==> src/rtl/global_history_predictor.sv <==
// Correlating branch predictor: one PHT of saturating counters indexed by the
// branch address folded with a global history register. Lookups return one
// cycle later; resolved outcomes train the PHT and shift the history.
module global_history_predictor #(
  parameter int address_width = 8,
  parameter int index_width   = 6,
  parameter int history_width = 4,
  parameter int counter_width = 2,
  parameter int mode          = 0
) (
  input  logic                     clk,
  input  logic                     rst,
  input  logic                     pred_valid,
  input  logic [address_width-1:0] pred_address,
  output logic                     pred_out_valid,
  output logic                     pred_taken,
  output logic [index_width-1:0]   pred_index,
  input  logic                     upd_valid,
  input  logic [index_width-1:0]   upd_index,
  input  logic                     upd_taken,
  input  logic                     upd_mispredict,
  output logic [history_width-1:0] ghr,
  output logic [15:0]              mispredict_count
);

  localparam int depth = 2 ** index_width;
  // Weakly not-taken: the largest value whose MSB is still clear.
  localparam logic [counter_width-1:0] ctr_init = counter_width'((2 ** (counter_width - 1)) - 1);
  localparam logic [counter_width-1:0] ctr_max  = '1;

  logic [counter_width-1:0] pht_q [depth];
  logic [history_width-1:0] ghr_q, ghr_d;
  logic [15:0]              mcount_q, mcount_d;
  logic                     pred_out_valid_q;
  logic                     pred_taken_q;
  logic [index_width-1:0]   pred_index_q;
  logic [counter_width-1:0] upd_ctr_d;
  logic [index_width-1:0]   addr_lo;
  logic [index_width-1:0]   lookup_idx;
  logic                     unused_addr;

  assign addr_lo     = pred_address[index_width-1:0];
  // Address bits above the index never reach the table.
  assign unused_addr = ^pred_address;

  generate
    if (mode == 1) begin : g_gselect
      if (history_width == index_width) begin : g_hist_only
        assign lookup_idx = ghr_q;
      end else begin : g_concat
        assign lookup_idx = {addr_lo[index_width-history_width-1:0], ghr_q};
      end
    end else if (mode == 2) begin : g_bimodal
      assign lookup_idx = addr_lo;
    end else begin : g_gshare
      assign lookup_idx = addr_lo ^ index_width'(ghr_q);
    end
  endgenerate

  // Next-state for the trained counter, the history shift and the miss counter.
  always_comb begin
    ghr_d     = ghr_q;
    mcount_d  = mcount_q;
    upd_ctr_d = pht_q[upd_index];
    if (upd_valid) begin
      ghr_d = (ghr_q << 1) | history_width'(upd_taken);
      if (upd_taken) begin
        if (upd_ctr_d != ctr_max) upd_ctr_d = upd_ctr_d + counter_width'(1);
      end else begin
        if (upd_ctr_d != '0) upd_ctr_d = upd_ctr_d - counter_width'(1);
      end
      if (upd_mispredict && (mcount_q != 16'hFFFF)) mcount_d = mcount_q + 16'd1;
    end
  end

  // PHT storage; a lookup in the same cycle still sees the old entry.
  always_ff @(posedge clk) begin
    if (rst) begin
      for (int i = 0; i < depth; i++) pht_q[i] <= ctr_init;
    end else if (upd_valid) begin
      pht_q[upd_index] <= upd_ctr_d;
    end
  end

  // Global history and misprediction statistics.
  always_ff @(posedge clk) begin
    if (rst) begin
      ghr_q    <= '0;
      mcount_q <= '0;
    end else begin
      ghr_q    <= ghr_d;
      mcount_q <= mcount_d;
    end
  end

  // Registered prediction; index and direction hold when no lookup is issued.
  always_ff @(posedge clk) begin
    if (rst) begin
      pred_out_valid_q <= 1'b0;
      pred_taken_q     <= 1'b0;
      pred_index_q     <= '0;
    end else begin
      pred_out_valid_q <= pred_valid;
      if (pred_valid) begin
        pred_index_q <= lookup_idx;
        pred_taken_q <= pht_q[lookup_idx][counter_width-1];
      end
    end
  end

  assign pred_out_valid   = pred_out_valid_q;
  assign pred_taken       = pred_taken_q;
  assign pred_index       = pred_index_q;
  assign ghr              = ghr_q;
  assign mispredict_count = mcount_q;

endmodule

==> config.mk <==
export PLATFORM = sky130hd
export DESIGN_NAME = global_history_predictor
export DESIGN_NICKNAME = d
export VERILOG_FILES = /design/src/rtl/global_history_predictor.sv
export SDC_FILE = /design/constraint.sdc
export NUM_CORES = 1
export LEC_CHECK = 0
export BUFFER_PORTS_ARGS = -buffer_cell sky130_fd_sc_hd__clkbuf_2
export CELL_PAD_IN_SITES_DETAIL_PLACEMENT = 1
export CELL_PAD_IN_SITES_GLOBAL_PLACEMENT = 2
export CORE_MARGIN = 4
export CORE_UTILIZATION = 44
export CTS_CLUSTER_SIZE = 14
export DETAILED_ROUTE_END_ITERATION = 10
export PLACE_DENSITY = 0.84
export SETUP_SLACK_MARGIN = 0.02
export SLEW_MARGIN = 0
export SYNTH_ARGS = -nofsm -noshare
export SYNTH_HDL_FRONTEND = slang
export SYNTH_SLANG_ARGS = --single-unit
==> constraint.sdc <==
create_clock -name clk -period 5.3 [get_ports clk]
set_input_delay 0 -clock clk [delete_from_list [all_inputs] [get_ports clk]]
set_output_delay 0 -clock clk [all_outputs]
set_load 0.05 [all_outputs]
After elaboration in Yosys (flattened, before gate mapping)
Memories as Yosys holds them, arrays and structs flattened. A register that Yosys moved wholly into a read port is not among the register bits.
Index checks and enable logic that the tools add are counted.
Widths: inputs -> output; s select.
{ "op_classes": {"addsub": 3, "n_eq_ne": 2, "n_mux": 12, "n_bitwise": 2, "reduce_logical": 4} }
{ "ops": {"columns": ["cell", "n"], "rows": [
  ["$add 16x1->16 const B", 1],
  ["$ne 16x16->1 const B", 1],
  ["$mux 2", 5],
  ["$mux 1", 6],
  ["$mux 6", 1],
  ["$xor 6x4->6", 1],
  ["$or 4x1->4", 1],
  ["$add 2x1->2 const B", 1],
  ["$ne 2x2->1 const B", 1],
  ["$reduce_and 2->1", 1],
  ["$reduce_bool 2->1", 1],
  ["$reduce_or 2->1", 1],
  ["$sub 2x1->2 const B", 1],
  ["$logic_and 1x1->1", 1]
]} }
{ "totals": {"regBits": 27, "ramBits": 128, "input_bits": 20, "out_inout_bits": 28, "word_cells": 28, "n_memories": 1} }
{ "memory_table": {"columns": ["name", "words", "width", "rd", "rd_ports_with_merged_regs", "wr", "line_no", "rtl"], "rows": [
  ["pht_q", 64, 2, 2, 1, 64, "31", "logic [counter_width-1:0] pht_q [depth];"]
]} }

Longest topological paths before layout
An unclocked memory read counts as a cell.
{ "logic_depth": {"word_depth": 6, "ltp_mapped": 13, "mapped_depth_nobuf": 7} }

Least setup slack after synthesis
OpenSTA, ideal clock, no wires.
{ "synth_timing": {"path_type": "register -> register", "from": "register ghr_q[0], in the netlist ghr[0]", "to": "register pred_taken_q, in the netlist pred_taken (read register of pht_q)", "setup_time_ps": 148, "arrival_time_ps": 2708, "required_time_ps": 5152, "slack_ps": 2444, "stages_incl_launch_ff": 8, "path_buffers": 1, "period_less_slack_ps": 2856, "path_cell_list": "dfxtp_1 xor2_1 buf_2 mux4_2 o21ai_0 o21ai_0 nand4_1 o311ai_0"} }
{ "synth_between": {"elab_chain_cells": 1} }
{ "synth_lines": {"columns": ["item", "line_no", "rtl"], "rows": [
  ["from (decl)", "32", "logic [history_width-1:0] ghr_q, ghr_d;"],
  ["from (signal assigned)", "91", "ghr_q <= ghr_d;"],
  ["$xor 6x4->6", "56", "assign lookup_idx = addr_lo ^ index_width'(ghr_q);"],
  ["to (decl)", "35", "logic pred_taken_q;"]
]} }
No other way between the ends.
A chain may end at the register's enable or synchronous reset.

==> flow_summary.toml <==
[routing]
postRouteAntennaNets = 0
first_iter_violations = 592
route.vias.total = 6485
wl_per_cell_microns = 24.4
firstDrtPassIters = 5
wl_microns = 25300
remaining_drc_errors = 0
viasPerCell = 6.25

[die]
core-area_sq_um = 18700
fp.dieW_microns = 146
start_util_pct = 44.8
die_h_microns = 146
fp.dieArea_sq_um = 21300
core.rowCount = 50
num_io_pins = 48

[logic_synthesis]
synth_cells = 776
synth_area_leader_cell = "edfxtp_1"
synth-compound-area-share_pct = 7.69
yosys_warnings = 0
syn_area_sq_um = 8380
async_flop_share_pct = 0
synth_top_area_share_pct = 45.8
avgSynthCellArea_sq_um = 10.8
synth_edf_count = 128
ys_seq_area_share_pct = 52.5
synth_top_family_by_area = "simple AND/OR/NAND/NOR gates"
synth.most_common_cell = "edfxtp_1"
synthesis.nets = 797
synth-seq-cells = 156
synth_cell_types = 57
yosys-top-cells-count = "128 x edfxtp_1, 79 x nor2_1, 74 x nand2_1"
synth_area_leaders = "edfxtp_1 46%, mux4_2 7.3%, dfxtp_1 6.7%, nand3_1 4.1%, nor2_1 3.5%"
synthMuxAreaShare_pct = 11.1
synth_flop_cell = "edfxtp_1"
synthSimpleGateAreaFrac_pct = 22.3
synth_xor_area_share_pct = 2.30
synth_adder_area_share_pct = 0.269

[timing]
fin_ws_ps = 1970
fmax_ghz = 0.301
slew-limit-headroom_pct = 23.9
hold_viol = 0
period_share_pct = 62.8
skew_ps = 10.7
rsz0062_at_grt = "false"
fin_tns_setup_ps = 0
maxSlewViolCount = 0
finalSetupViolCount = 0
worst_pin_slew_ps = 1140
holdWs_ps = 13.7
min_period_ps = 3330

[power_and_ir_drop]
p_leak_nw = 3.18
ir_worst_vdd_v = 0.000234
powerDensity_nw_per_um2 = 321
power_mw = 3.02

[cts]
cts_hold_buf = 4
cts_resized = 0
clock_sinks = 156
cts_root_buffer = "clkbuf_16"
post_cts_buffers = 0
path_clk_slew_ps = 70
cts_tree = "yes"
cts_buffers = 17
clock_latency_ps = 430
cts_buffer_depth = 2
htreeDepth = 4

[min_path]
hold_path_class = "in -> reg"
worstHoldPathCells = 3
min_to = "pred_index[2]$_SDFFE_PP0P_"
hold_start = "pred_address[2]"

[finish]
drive_gt1_share_pct = 19.9
nNetsFinal = 811
n_antenna_cell = 0
fillers = 2020
area_growth_pct = 12.3
post-route-util_pct = 50.3
fin_area_sq_um = 9420
fin_cells = 1037

[worst_setup_path]
crit_start = "upd_index[1]"
reg2reg_to = "pht_q[60][0]$_SDFFCE_PN1P_"
required_ps = 5420
start_kind = "input port"
r2r_setup_slack_ps = 1980
cp-end-kind = "register"
cp.arrival_ps = 3450
critPathKind = "in -> reg"
crit_fanout = 34
r2r-start = "pht_q[25][1]$_SDFFCE_PN0P_"
reg2reg_depth = 8

[global_routing]
grt_max_degree = 57
grt_usage_pct = 24.1
grt_remaining_overflow = 0
antenna_found_initial = 1
grt_pass1_wl_microns = 39800
first_global_vias = 6775

[place]
postPlaceCellArea_sq_um = 8780
post-dp-hpwl_microns = 17400
io_buffer_count = 45
pre_cts_ws_ps = 1620
dp_cells = 1001
gp_congestion = 0.857

[outcome]
status = "finished, final reports clean"

[job]
maxCapViolations = 0
## power breakdown
| part | total, mW | internal, mW | switching, mW |
|---|---|---|---|
| registers | 1.37 | 1.35 | 0.0190 |
| clock network | 1.26 | 0.744 | 0.515 |
| logic | 0.387 | 0.123 | 0.264 |
## cells by family after synthesis
group                      Yosys count
muxes                               58
AOI/OAI and AO/OA                   88
buffers and inverters               77
and+or+nand+nor                    373
adders and majority gates            2
DFF                                156
xor gates and xnor gates            22
## final cells by class
type                            instances  area, sq um  area share, %
Tap cell                              234          293           3.11
Clock buffer                           19          433           4.60
Multi-Input combinational cell        543         3690           39.2
Timing Repair Buffer                   67          413           4.38
Inverter                                5         18.8          0.199
Clock inverter                         13          166           1.77
Sequential cell                       156         4400           46.8
## how the worst max path moves through the flow
stage,slack (ps),cells past startpoint,endpoint
3_5_place_dp,1620,10,pht_q[54][1]$_SDFFCE_PN0P_
4_1_cts,2000,8,pht_q[60][0]$_SDFFCE_PN1P_
5_1_grt,1690,9,pht_q[60][0]$_SDFFCE_PN1P_
2_1_floorplan,2440,7,pred_taken$_SDFFE_PP0P_
6_report,1970,9,pht_q[60][0]$_SDFFCE_PN1P_
3_3_place_gp,1710,10,pht_q[52][0]$_SDFFCE_PN1P_
## layout by cell type, fill, tap and decap left out, types with 9 or more instances in the layout
| master | Yosys | routed |
|---|---|---|
| buf_4 | 0 | 17 |
| nor2_1 | 79 | 78 |
| nand2_1 | 74 | 74 |
| o21ai_0 | 13 | 13 |
| edfxtp_1 | 128 | 128 |
| dfxtp_1 | 28 | 28 |
| mux2_2 | 11 | 11 |
| mux2i_1 | 20 | 20 |
| nand3_1 | 69 | 69 |
| clkbuf_16 | 0 | 17 |
| nor2b_1 | 14 | 13 |
| clkbuf_2 | 0 | 44 |
| mux4_2 | 27 | 27 |
| xor2_1 | 13 | 12 |
| nor3_1 | 35 | 34 |
| a21o_1 | 18 | 18 |
| or2_2 | 15 | 15 |
| nand4_1 | 10 | 10 |
| a211oi_1 | 10 | 10 |
| xnor2_1 | 9 | 9 |
| nand2b_1 | 37 | 37 |
## state kept, by name, indices dropped and copies added (netlist names)
| register | flops |
|---|---|
| pred_taken | 1 |
| mispredict_count | 16 |
| pred_out_valid | 1 |
| pht_q | 128 |
| pred_index | 6 |
| ghr | 4 |
## critical path: stages
cell and delay (ps):
clkbuf_2 460, clkinv_1 520, a32oi_1 350, o211ai_1 160
a221oi_1 510, and4_1 290, maj3_2 730, buf_12 270
nand3_1 110
## routing by layer
metal	share of wire, %	wire length [microns]	up-vias	track usage (%)
met5	0.051	13	-	0
met4	2.2	552	2	7.67
met3	6.9	1750	45	4.84
met2	49	12400	237	40.2
met1	42	10600	3309	32.0
li1	-	-	2892	-
Power figures use the tool's default switching activity.
